--- config.mk ---
export PLATFORM = sky130hd
export DESIGN_NAME = cr16_ctrl_fsm_flat
export DESIGN_NICKNAME = d
export VERILOG_FILES = /design/src/rtl/cr16_ctrl_fsm_if.sv /design/src/rtl/cr16_ctrl_fsm.sv /design/src/flat_wrapper.sv
export SDC_FILE = /design/constraint.sdc
export NUM_CORES = 1
export LEC_CHECK = 0
export BUFFER_PORTS_ARGS = -buffer_cell sky130_fd_sc_hd__buf_4
export CAP_MARGIN = 5
export CORE_UTILIZATION = 42
export CTS_CLUSTER_DIAMETER = 30
export DETAILED_ROUTE_END_ITERATION = 10
export GPL_TIMING_DRIVEN = 0
export PLACE_DENSITY = 0.76
export SYNTH_ARGS = -nofsm -noshare
export SYNTH_HDL_FRONTEND = slang
export SYNTH_SLANG_ARGS = --single-unit
--- constraint.sdc ---
create_clock -name clk -period 1.5 [get_ports clk]
set_input_delay 0.15 -clock clk [delete_from_list [all_inputs] [get_ports clk]]
set_output_delay 0.15 -clock clk [all_outputs]
set_load 0.01 [all_outputs]
--- src/rtl/cr16_ctrl_fsm_if.sv ---
// Control/bus bundle between the cr16 control FSM (master) and the datapath/memory side (slave).
interface cr16_ctrl_fsm_if #(
  parameter int WIDTH   = 16,
  parameter int REGBITS = 4
);
  logic [WIDTH-1:0]   instr;
  logic               mem_rdy;
  logic [4:0]         flags;
  logic               mem_req;
  logic               mem_we;
  logic               addr_sel;
  logic               pc_en;
  logic               pc_src;
  logic               regWrite;
  logic [REGBITS-1:0] sourceAddr;
  logic [REGBITS-1:0] destAddr;
  logic [3:0]         alu_op;
  logic               imm_sel;
  logic [WIDTH-1:0]   imm;
  logic               wb_sel;
  logic               flags_en;
  logic               illegal_op;

  modport master (
    input  instr, mem_rdy, flags,
    output mem_req, mem_we, addr_sel, pc_en, pc_src, regWrite, sourceAddr, destAddr,
           alu_op, imm_sel, imm, wb_sel, flags_en, illegal_op
  );

  modport slave (
    output instr, mem_rdy, flags,
    input  mem_req, mem_we, addr_sel, pc_en, pc_src, regWrite, sourceAddr, destAddr,
           alu_op, imm_sel, imm, wb_sel, flags_en, illegal_op
  );
endinterface

--- src/rtl/cr16_ctrl_fsm.sv ---
// Multi-cycle control unit for the cr16 core: IR, field decode, FETCH/DECODE/EXEC/MEM/BRANCH/WB.
// Optional CTRL_TRAP_EN: illegal encodings park the FSM in HALT with illegal_op=1 until reset.
module cr16_ctrl_fsm #(
  parameter int WIDTH   = 16,
  parameter int REGBITS = 4
) (
  input  logic            clk,
  input  logic            reset,
  cr16_ctrl_fsm_if.master bus
);
  // state    | meaning
  // S_FETCH  | request instr at PC, wait for mem_rdy, load IR
  // S_DECODE | fields valid; PC+1 committed here so every output stays Moore
  // S_EXEC   | R/I ALU op; flags_en for ADD/SUB/CMP
  // S_MEM    | LOAD/STOR access at RF readData2, wait for mem_rdy
  // S_BRANCH | PC+disp if condition holds
  // S_WB     | single-cycle register write
  // S_HALT   | trap on illegal encoding (CTRL_TRAP_EN only)
  typedef enum logic [2:0] {
    S_FETCH, S_DECODE, S_EXEC, S_MEM, S_BRANCH, S_WB, S_HALT
  } state_t;

  state_t           r_state, w_next;
  logic [WIDTH-1:0] r_ir;

  logic [3:0] w_op, w_ext, w_cond, w_alu_code;
  logic       w_is_alu, w_is_imm, w_is_load, w_is_stor, w_is_br, w_logical, w_taken;
  logic       w_mem_req, w_mem_we, w_addr_sel, w_pc_en, w_pc_src, w_reg_write;
  logic       w_imm_sel, w_wb_sel, w_flags_en, w_illegal;
  logic [3:0] w_alu_op;

  function automatic logic is_alu_code(input logic [3:0] c);
    case (c)
      4'b0001, 4'b0010, 4'b0011, 4'b0101, 4'b1001, 4'b1011, 4'b1101: is_alu_code = 1'b1;
      default: is_alu_code = 1'b0;
    endcase
  endfunction

  assign w_op       = r_ir[15:12];
  assign w_cond     = r_ir[11:8];
  assign w_ext      = r_ir[7:4];
  assign w_is_imm   = (w_op != 4'b0000) && is_alu_code(w_op);
  assign w_is_alu   = w_is_imm || ((w_op == 4'b0000) && is_alu_code(w_ext));
  assign w_alu_code = (w_op == 4'b0000) ? w_ext : w_op;
  assign w_is_load  = (w_op == 4'b0100) && (w_ext == 4'b0000);
  assign w_is_stor  = (w_op == 4'b0100) && (w_ext == 4'b0100);
  assign w_is_br    = (w_op == 4'b1100);
  assign w_logical  = w_is_imm && (w_op inside {4'b0001, 4'b0010, 4'b0011});

  // flags = {C,L,F,Z,N}
  always_comb begin
    case (w_cond)
      4'b0000: w_taken = bus.flags[1];
      4'b0001: w_taken = ~bus.flags[1];
      4'b0010: w_taken = bus.flags[4];
      4'b0011: w_taken = ~bus.flags[4];
      4'b0110: w_taken = bus.flags[0];
      4'b0111: w_taken = ~bus.flags[0];
      4'b1000: w_taken = bus.flags[2];
      4'b1001: w_taken = ~bus.flags[2];
      4'b1010: w_taken = bus.flags[3];
      4'b1011: w_taken = ~bus.flags[3];
      4'b1110: w_taken = 1'b1;
      default: w_taken = 1'b0;
    endcase
  end

  always_ff @(posedge clk) begin
    if (reset) begin
      r_state <= S_FETCH;
      r_ir    <= '0;
    end else begin
      r_state <= w_next;
      if (r_state == S_FETCH && bus.mem_rdy) r_ir <= bus.instr;
    end
  end

  always_comb begin
    w_next      = r_state;
    w_mem_req   = 1'b0;
    w_mem_we    = 1'b0;
    w_addr_sel  = 1'b0;
    w_pc_en     = 1'b0;
    w_pc_src    = 1'b0;
    w_reg_write = 1'b0;
    w_alu_op    = 4'b0000;
    w_imm_sel   = 1'b0;
    w_wb_sel    = 1'b0;
    w_flags_en  = 1'b0;
    w_illegal   = 1'b0;
    case (r_state)
      S_FETCH: begin
        w_mem_req = 1'b1;
        if (bus.mem_rdy) w_next = S_DECODE;
      end
      S_DECODE: begin
        w_pc_en = 1'b1;
        if (w_is_alu)                    w_next = S_EXEC;
        else if (w_is_load || w_is_stor) w_next = S_MEM;
        else if (w_is_br)                w_next = S_BRANCH;
        else begin
`ifdef CTRL_TRAP_EN
          w_next = S_HALT;
`else
          w_next = S_FETCH;
`endif
        end
      end
      S_EXEC: begin
        w_alu_op   = w_alu_code;
        w_imm_sel  = w_is_imm;
        w_flags_en = w_alu_code inside {4'b0101, 4'b1001, 4'b1011};
        w_next     = (w_alu_code == 4'b1011) ? S_FETCH : S_WB;
      end
      S_MEM: begin
        w_mem_req  = 1'b1;
        w_addr_sel = 1'b1;
        w_mem_we   = w_is_stor;
        if (bus.mem_rdy) w_next = w_is_stor ? S_FETCH : S_WB;
      end
      S_BRANCH: begin
        w_pc_en  = w_taken;
        w_pc_src = w_taken;
        w_next   = S_FETCH;
      end
      S_WB: begin
        w_reg_write = 1'b1;
        w_wb_sel    = w_is_load;
        w_next      = S_FETCH;
      end
`ifdef CTRL_TRAP_EN
      S_HALT: begin
        w_illegal = 1'b1;
        w_next    = S_HALT;
      end
`endif
      default: w_next = S_FETCH;
    endcase
  end

  // Strobes are masked while reset is held so an aborted instruction commits nothing.
  assign bus.mem_req    = w_mem_req   & ~reset;
  assign bus.mem_we     = w_mem_we    & ~reset;
  assign bus.pc_en      = w_pc_en     & ~reset;
  assign bus.regWrite   = w_reg_write & ~reset;
  assign bus.flags_en   = w_flags_en  & ~reset;
  assign bus.illegal_op = w_illegal   & ~reset;
  assign bus.addr_sel   = w_addr_sel;
  assign bus.pc_src     = w_pc_src;
  assign bus.alu_op     = w_alu_op;
  assign bus.imm_sel    = w_imm_sel;
  assign bus.wb_sel     = w_wb_sel;
  assign bus.sourceAddr = r_ir[REGBITS-1:0];
  assign bus.destAddr   = r_ir[8 +: REGBITS];
  assign bus.imm        = w_logical ? {{(WIDTH-8){1'b0}}, r_ir[7:0]}
                                    : {{(WIDTH-8){r_ir[7]}}, r_ir[7:0]};
endmodule

--- src/flat_wrapper.sv ---
// flat-port wrapper written by rule: the top's interface ports become plain ports
module cr16_ctrl_fsm_flat 
#(
  parameter int WIDTH   = 16,
  parameter int REGBITS = 4
)
  (clk, reset, bus_instr, bus_mem_rdy, bus_flags, bus_mem_req, bus_mem_we, bus_addr_sel, bus_pc_en, bus_pc_src, bus_regWrite, bus_sourceAddr, bus_destAddr, bus_alu_op, bus_imm_sel, bus_imm, bus_wb_sel, bus_flags_en, bus_illegal_op);
  cr16_ctrl_fsm_if #(.WIDTH(WIDTH), .REGBITS(REGBITS)) bus_i ();
  input  logic clk;
  input  logic reset;
  input wire logic [$bits(bus_i.instr)-1:0] bus_instr;
  input wire logic [$bits(bus_i.mem_rdy)-1:0] bus_mem_rdy;
  input wire logic [$bits(bus_i.flags)-1:0] bus_flags;
  output wire logic [$bits(bus_i.mem_req)-1:0] bus_mem_req;
  output wire logic [$bits(bus_i.mem_we)-1:0] bus_mem_we;
  output wire logic [$bits(bus_i.addr_sel)-1:0] bus_addr_sel;
  output wire logic [$bits(bus_i.pc_en)-1:0] bus_pc_en;
  output wire logic [$bits(bus_i.pc_src)-1:0] bus_pc_src;
  output wire logic [$bits(bus_i.regWrite)-1:0] bus_regWrite;
  output wire logic [$bits(bus_i.sourceAddr)-1:0] bus_sourceAddr;
  output wire logic [$bits(bus_i.destAddr)-1:0] bus_destAddr;
  output wire logic [$bits(bus_i.alu_op)-1:0] bus_alu_op;
  output wire logic [$bits(bus_i.imm_sel)-1:0] bus_imm_sel;
  output wire logic [$bits(bus_i.imm)-1:0] bus_imm;
  output wire logic [$bits(bus_i.wb_sel)-1:0] bus_wb_sel;
  output wire logic [$bits(bus_i.flags_en)-1:0] bus_flags_en;
  output wire logic [$bits(bus_i.illegal_op)-1:0] bus_illegal_op;
  assign bus_i.instr = bus_instr;
  assign bus_i.mem_rdy = bus_mem_rdy;
  assign bus_i.flags = bus_flags;
  assign bus_mem_req = bus_i.mem_req;
  assign bus_mem_we = bus_i.mem_we;
  assign bus_addr_sel = bus_i.addr_sel;
  assign bus_pc_en = bus_i.pc_en;
  assign bus_pc_src = bus_i.pc_src;
  assign bus_regWrite = bus_i.regWrite;
  assign bus_sourceAddr = bus_i.sourceAddr;
  assign bus_destAddr = bus_i.destAddr;
  assign bus_alu_op = bus_i.alu_op;
  assign bus_imm_sel = bus_i.imm_sel;
  assign bus_imm = bus_i.imm;
  assign bus_wb_sel = bus_i.wb_sel;
  assign bus_flags_en = bus_i.flags_en;
  assign bus_illegal_op = bus_i.illegal_op;
  cr16_ctrl_fsm #(.WIDTH(WIDTH), .REGBITS(REGBITS)) u_core (.clk(clk), .reset(reset), .bus(bus_i));
endmodule
==> impl_metrics.sql <==
INSERT INTO impl_metrics (metric_group, metric, value, unit) VALUES
('flow_run', 'drv_cap', '0', ''),
('yosys', 'seq_area_frac_synth', '28.8', '%'),
('worst_setup_path', 'worstPathArrival', '1.90', 'ns'),
('worst_setup_path', 'critPathCaptureType', 'primary output', ''),
('layout', 'num-nets-final', '296', ''),
('power_and_ir_drop', 'power_leakage', '1.18', 'nW'),
('worst_setup_path', 'cell_by_cell_trace_of_the_critical_path', 'mux4_2, xnor2_1, o21ai_2, nand3b_1, a211oi_2, buf_4', ''),
('placement', 'post_dp_cell_area', '0.00183', 'mm2'),
('yosys', 'xor_and_xnor_area_share_after_synthesis', '0.662', '%'),
('worst_setup_path', 'rrSetupSlack', '-0.14', 'ns'),
('route', 'wl_per_cell', '17.9', 'um'),
('worst_setup_path', 'worstSetupStartpoint', 'u_core.r_ir[9]', ''),
('global_route', 'grt.overflow.total', '0', ''),
('cts', 'clk_latency', '0.32', 'ns'),
('min_path', 'holdCritPathClass', 'in2reg', ''),
('timing', 'max_clock_freq', '487', 'MHz'),
('yosys', 'synthMuxAreaShare', '1.70', '%'),
('layout', 'layout-area-overhead-vs-synth', '93.0', '%'),
('floorplanning', 'core_area', '0.00288', 'mm2'),
('layout', 'diodes', '0', ''),
('yosys', 'synth_top_family_by_area', 'simple AND/OR/NAND/NOR gates', ''),
('global_route', 'grt_start_max_net_pins', '12', ''),
('yosys', 'cells_after_synthesis', '175', ''),
('layout', 'layout.core_utilization', '88.7', '%'),
('yosys', 'mappedNetlistNets', '199', ''),
('power_and_ir_drop', 'vdd_drop_max', '0.825', 'mV'),
('floorplanning', 'die_h', '58.1', 'um'),
('route', 'post_route_drc_violation_count', '0', ''),
('layout', 'layout_common_cells', '94 x sky130_fd_sc_hd__buf_4, 27 x sky130_fd_sc_hd__buf_6, 24 x sky130_fd_sc_hd__nand2_1, 12 x sky130_fd_sc_hd__a21oi_2, 9 x sky130_fd_sc_hd__a21oi_1', ''),
('power_and_ir_drop', 'power_per_cell_area', '788', 'mW/mm2'),
('route', 'postRouteAntennaNets', '0', ''),
('worst_setup_path', 'timing.critical_path.to', 'bus_pc_en', ''),
('worst_setup_path', 'worst_r2r_path_depth', '8', ''),
('timing', 'finalMaxSlewViolations', '0', ''),
('cts', 'clock_path_buffers', '2', ''),
('cts', 'cts.sinks', '19', ''),
('yosys', 'syn-mean-instance-area', '7.56', 'um2'),
('worst_setup_path', 'critPathLaunchType', 'flop', ''),
('yosys', 'yosysWarningCount', '0', ''),
('timing', 'post-route-worst-setup-slack', '-0.552', 'ns'),
('global_route', 'grt_util_all_layers', '27.5', '%'),
('worst_setup_path', 'critPathRequiredTime', '1.35', 'ns'),
('worst_setup_path', 'r2r_start', 'u_core.r_ir[12]', ''),
('global_route', 'grt_antenna_before_repair', '0', ''),
('layout', 'layout_commonest_cell', 'sky130_fd_sc_hd__buf_4', ''),
('outcome', 'failing_checks', 'negative setup slack', ''),
('route', 'finalWirelength', '5620', 'um'),
('yosys', 'synth_simple_gate_area_share', '28.9', '%'),
('cts', 'clock_tree_from_tritoncts', 'yes', ''),
('timing', 'grt_setup_unrepaired', 'yes', ''),
('route', 'drt_iter0_markers', '75', ''),
('floorplanning', 'dieArea', '0.00338', 'mm2'),
('worst_setup_path', 'critical_path_class', 'reg2out', ''),
('global_route', 'grt_pass1_vias', '1476', ''),
('power_and_ir_drop', 'p_total', '2.01', 'mW'),
('cts', 'clock_tree.htree_level_count', '1', ''),
('floorplanning', 'start_util', '46.0', '%'),
('placement', 'dp_slack', '-0.246', 'ns'),
('timing', 'layout_min_cycle_time', '2.05', 'ns'),
('yosys', 'synth.distinct_cells', '45', ''),
('timing', 'maximum_clock_skew_at_final_layout', '0.00758', 'ns'),
('timing', 'setup_violations', '30', ''),
('timing', 'timing_hold_violations_final', '0', ''),
('floorplanning', 'ios', '62', ''),
('route', 'vias_per_cell', '5.37', ''),
('placement', 'placement.io_buffers', '60', ''),
('cts', 'cts-buffers-inserted', '3', ''),
('yosys', 'synthAdderAreaFrac', '0', '%'),
('worst_setup_path', 'cp_slowest_stage_delay', '0.50', 'ns'),
('outcome', 'outcome', 'complete, but fails checks', ''),
('layout', 'final_cell_area', '0.00255', 'mm2');
-- kinds of logic (layout without fill, tap and decap cells) --
logic type / count (synthesis) / count (layout)
flops: 19 / 19
compound gates: 40 / 40
other cells: 1 / 1
simple gates: 73 / 73
mux: 1 / 1
buf+inv: 40 / 136
xor+xnor: 1 / 1
-- Yosys cell counts, drive strengths merged --
cell / n / share of area, %
o21a: 3 / 1.7
nor3: 5 / 2.3
nor4b: 3 / 3.6
or3b: 1 / 0.66
a31o: 2 / 1.3
nand4: 1 / 0.47
nand3: 1 / 0.38
conb: 1 / 0.28
buf: 34 / 19
xnor2: 1 / 0.66
o21ai: 4 / 1.8
nor4: 2 / 0.95
a21oi: 21 / 7.9
or4b: 1 / 0.76
o22ai: 1 / 0.47
and3: 1 / 0.47
nand2: 38 / 11
or3: 1 / 0.47
a31oi: 2 / 0.95
dfxtp: 19 / 29
nand3b: 1 / 0.57
a211oi: 3 / 2.1
clkbuf: 2 / 0.57
inv: 4 / 1.1
or2b: 1 / 0.66
or4: 1 / 0.57
nor2: 9 / 2.7
mux4: 1 / 1.7
nor2b: 4 / 1.9
o31ai: 1 / 0.57
nor3b: 3 / 1.7
o211ai: 1 / 0.57
o32a: 1 / 0.76
a21o: 1 / 0.57
-- through the flow --
stage | instances | setup TNS, ns
after floorplan | 175 | -0.0952
after global placement | 277 | -2.14
after detailed placement | 277 | -2.34
after CTS | 306 | -3.42
after global routing | 313 | -6.61
final | 313 | -5.11
-- metal layers --
metal / wire length, um / up-vias / GRT usage, %
met5: 0 / - / 0
met1: 2160 / 802 / 35.3
met2: 2900 / 93 / 45.6
met4: 186 / 0 / 12.9
li1: - / 764 / -
met3: 375 / 22 / 3.57
-- registers in the layout, indices dropped and copies added, names as in the netlist --
name / count
u_core.r_ir: 16
u_core.r_state: 3
-- final cells by class --
| cell class | instances | area [um2] |
|---|---|---|
| flip-flops and latches | 19 | 407 |
| inverters | 4 | 17.5 |
| clock inverters | 1 | 5.00 |
| multi-input cells | 116 | 921 |
| well taps | 42 | 52.6 |
| fillers | 137 | 324 |
| plain buffers | 35 | 349 |
| repair buffers | 93 | 778 |
| clock buffers | 3 | 22.5 |
-- power by group --
| group | internal [mW] | switching (mW) |
|---|---|---|
| registers | 0.558 | 0.0669 |
| logic | 0.599 | 0.499 |
| clock network | 0.100 | 0.188 |
-- worst max-delay path: cells and delay by family (launching register included) --
| family | cells | cell delay (ns) |
|---|---|---|
| flops | 1 | 0.37 |
| compound gates | 2 | 0.32 |
| simple gates | 1 | 0.10 |
| buf+inv | 1 | 0.14 |
| mux | 1 | 0.50 |
| xor+xnor | 1 | 0.15 |
-- worst min-delay path by stage --
stage,from,to,slack (ns),cells after the start
2_1_floorplan,bus_mem_rdy,u_core.r_state[1],0.25,1
3_3_place_gp,bus_mem_rdy,u_core.r_state[1],0.39,2
3_5_place_dp,bus_mem_rdy,u_core.r_state[1],0.39,2
4_1_cts,bus_mem_rdy,u_core.r_state[1],0.06,2
5_1_grt,bus_instr[6],u_core.r_ir[6],0.09,3
6_report,bus_mem_rdy,u_core.r_state[1],0.07,2
-- repair_timing --
item                       CTS  global route
gates resized for setup     62            59
buffers inserted            24             9
hold buffers                 0             0
gates cloned                 1             0
pin swaps                   10            23
setup endpoints to repair   24            37
(Power assumes the default switching activity.)
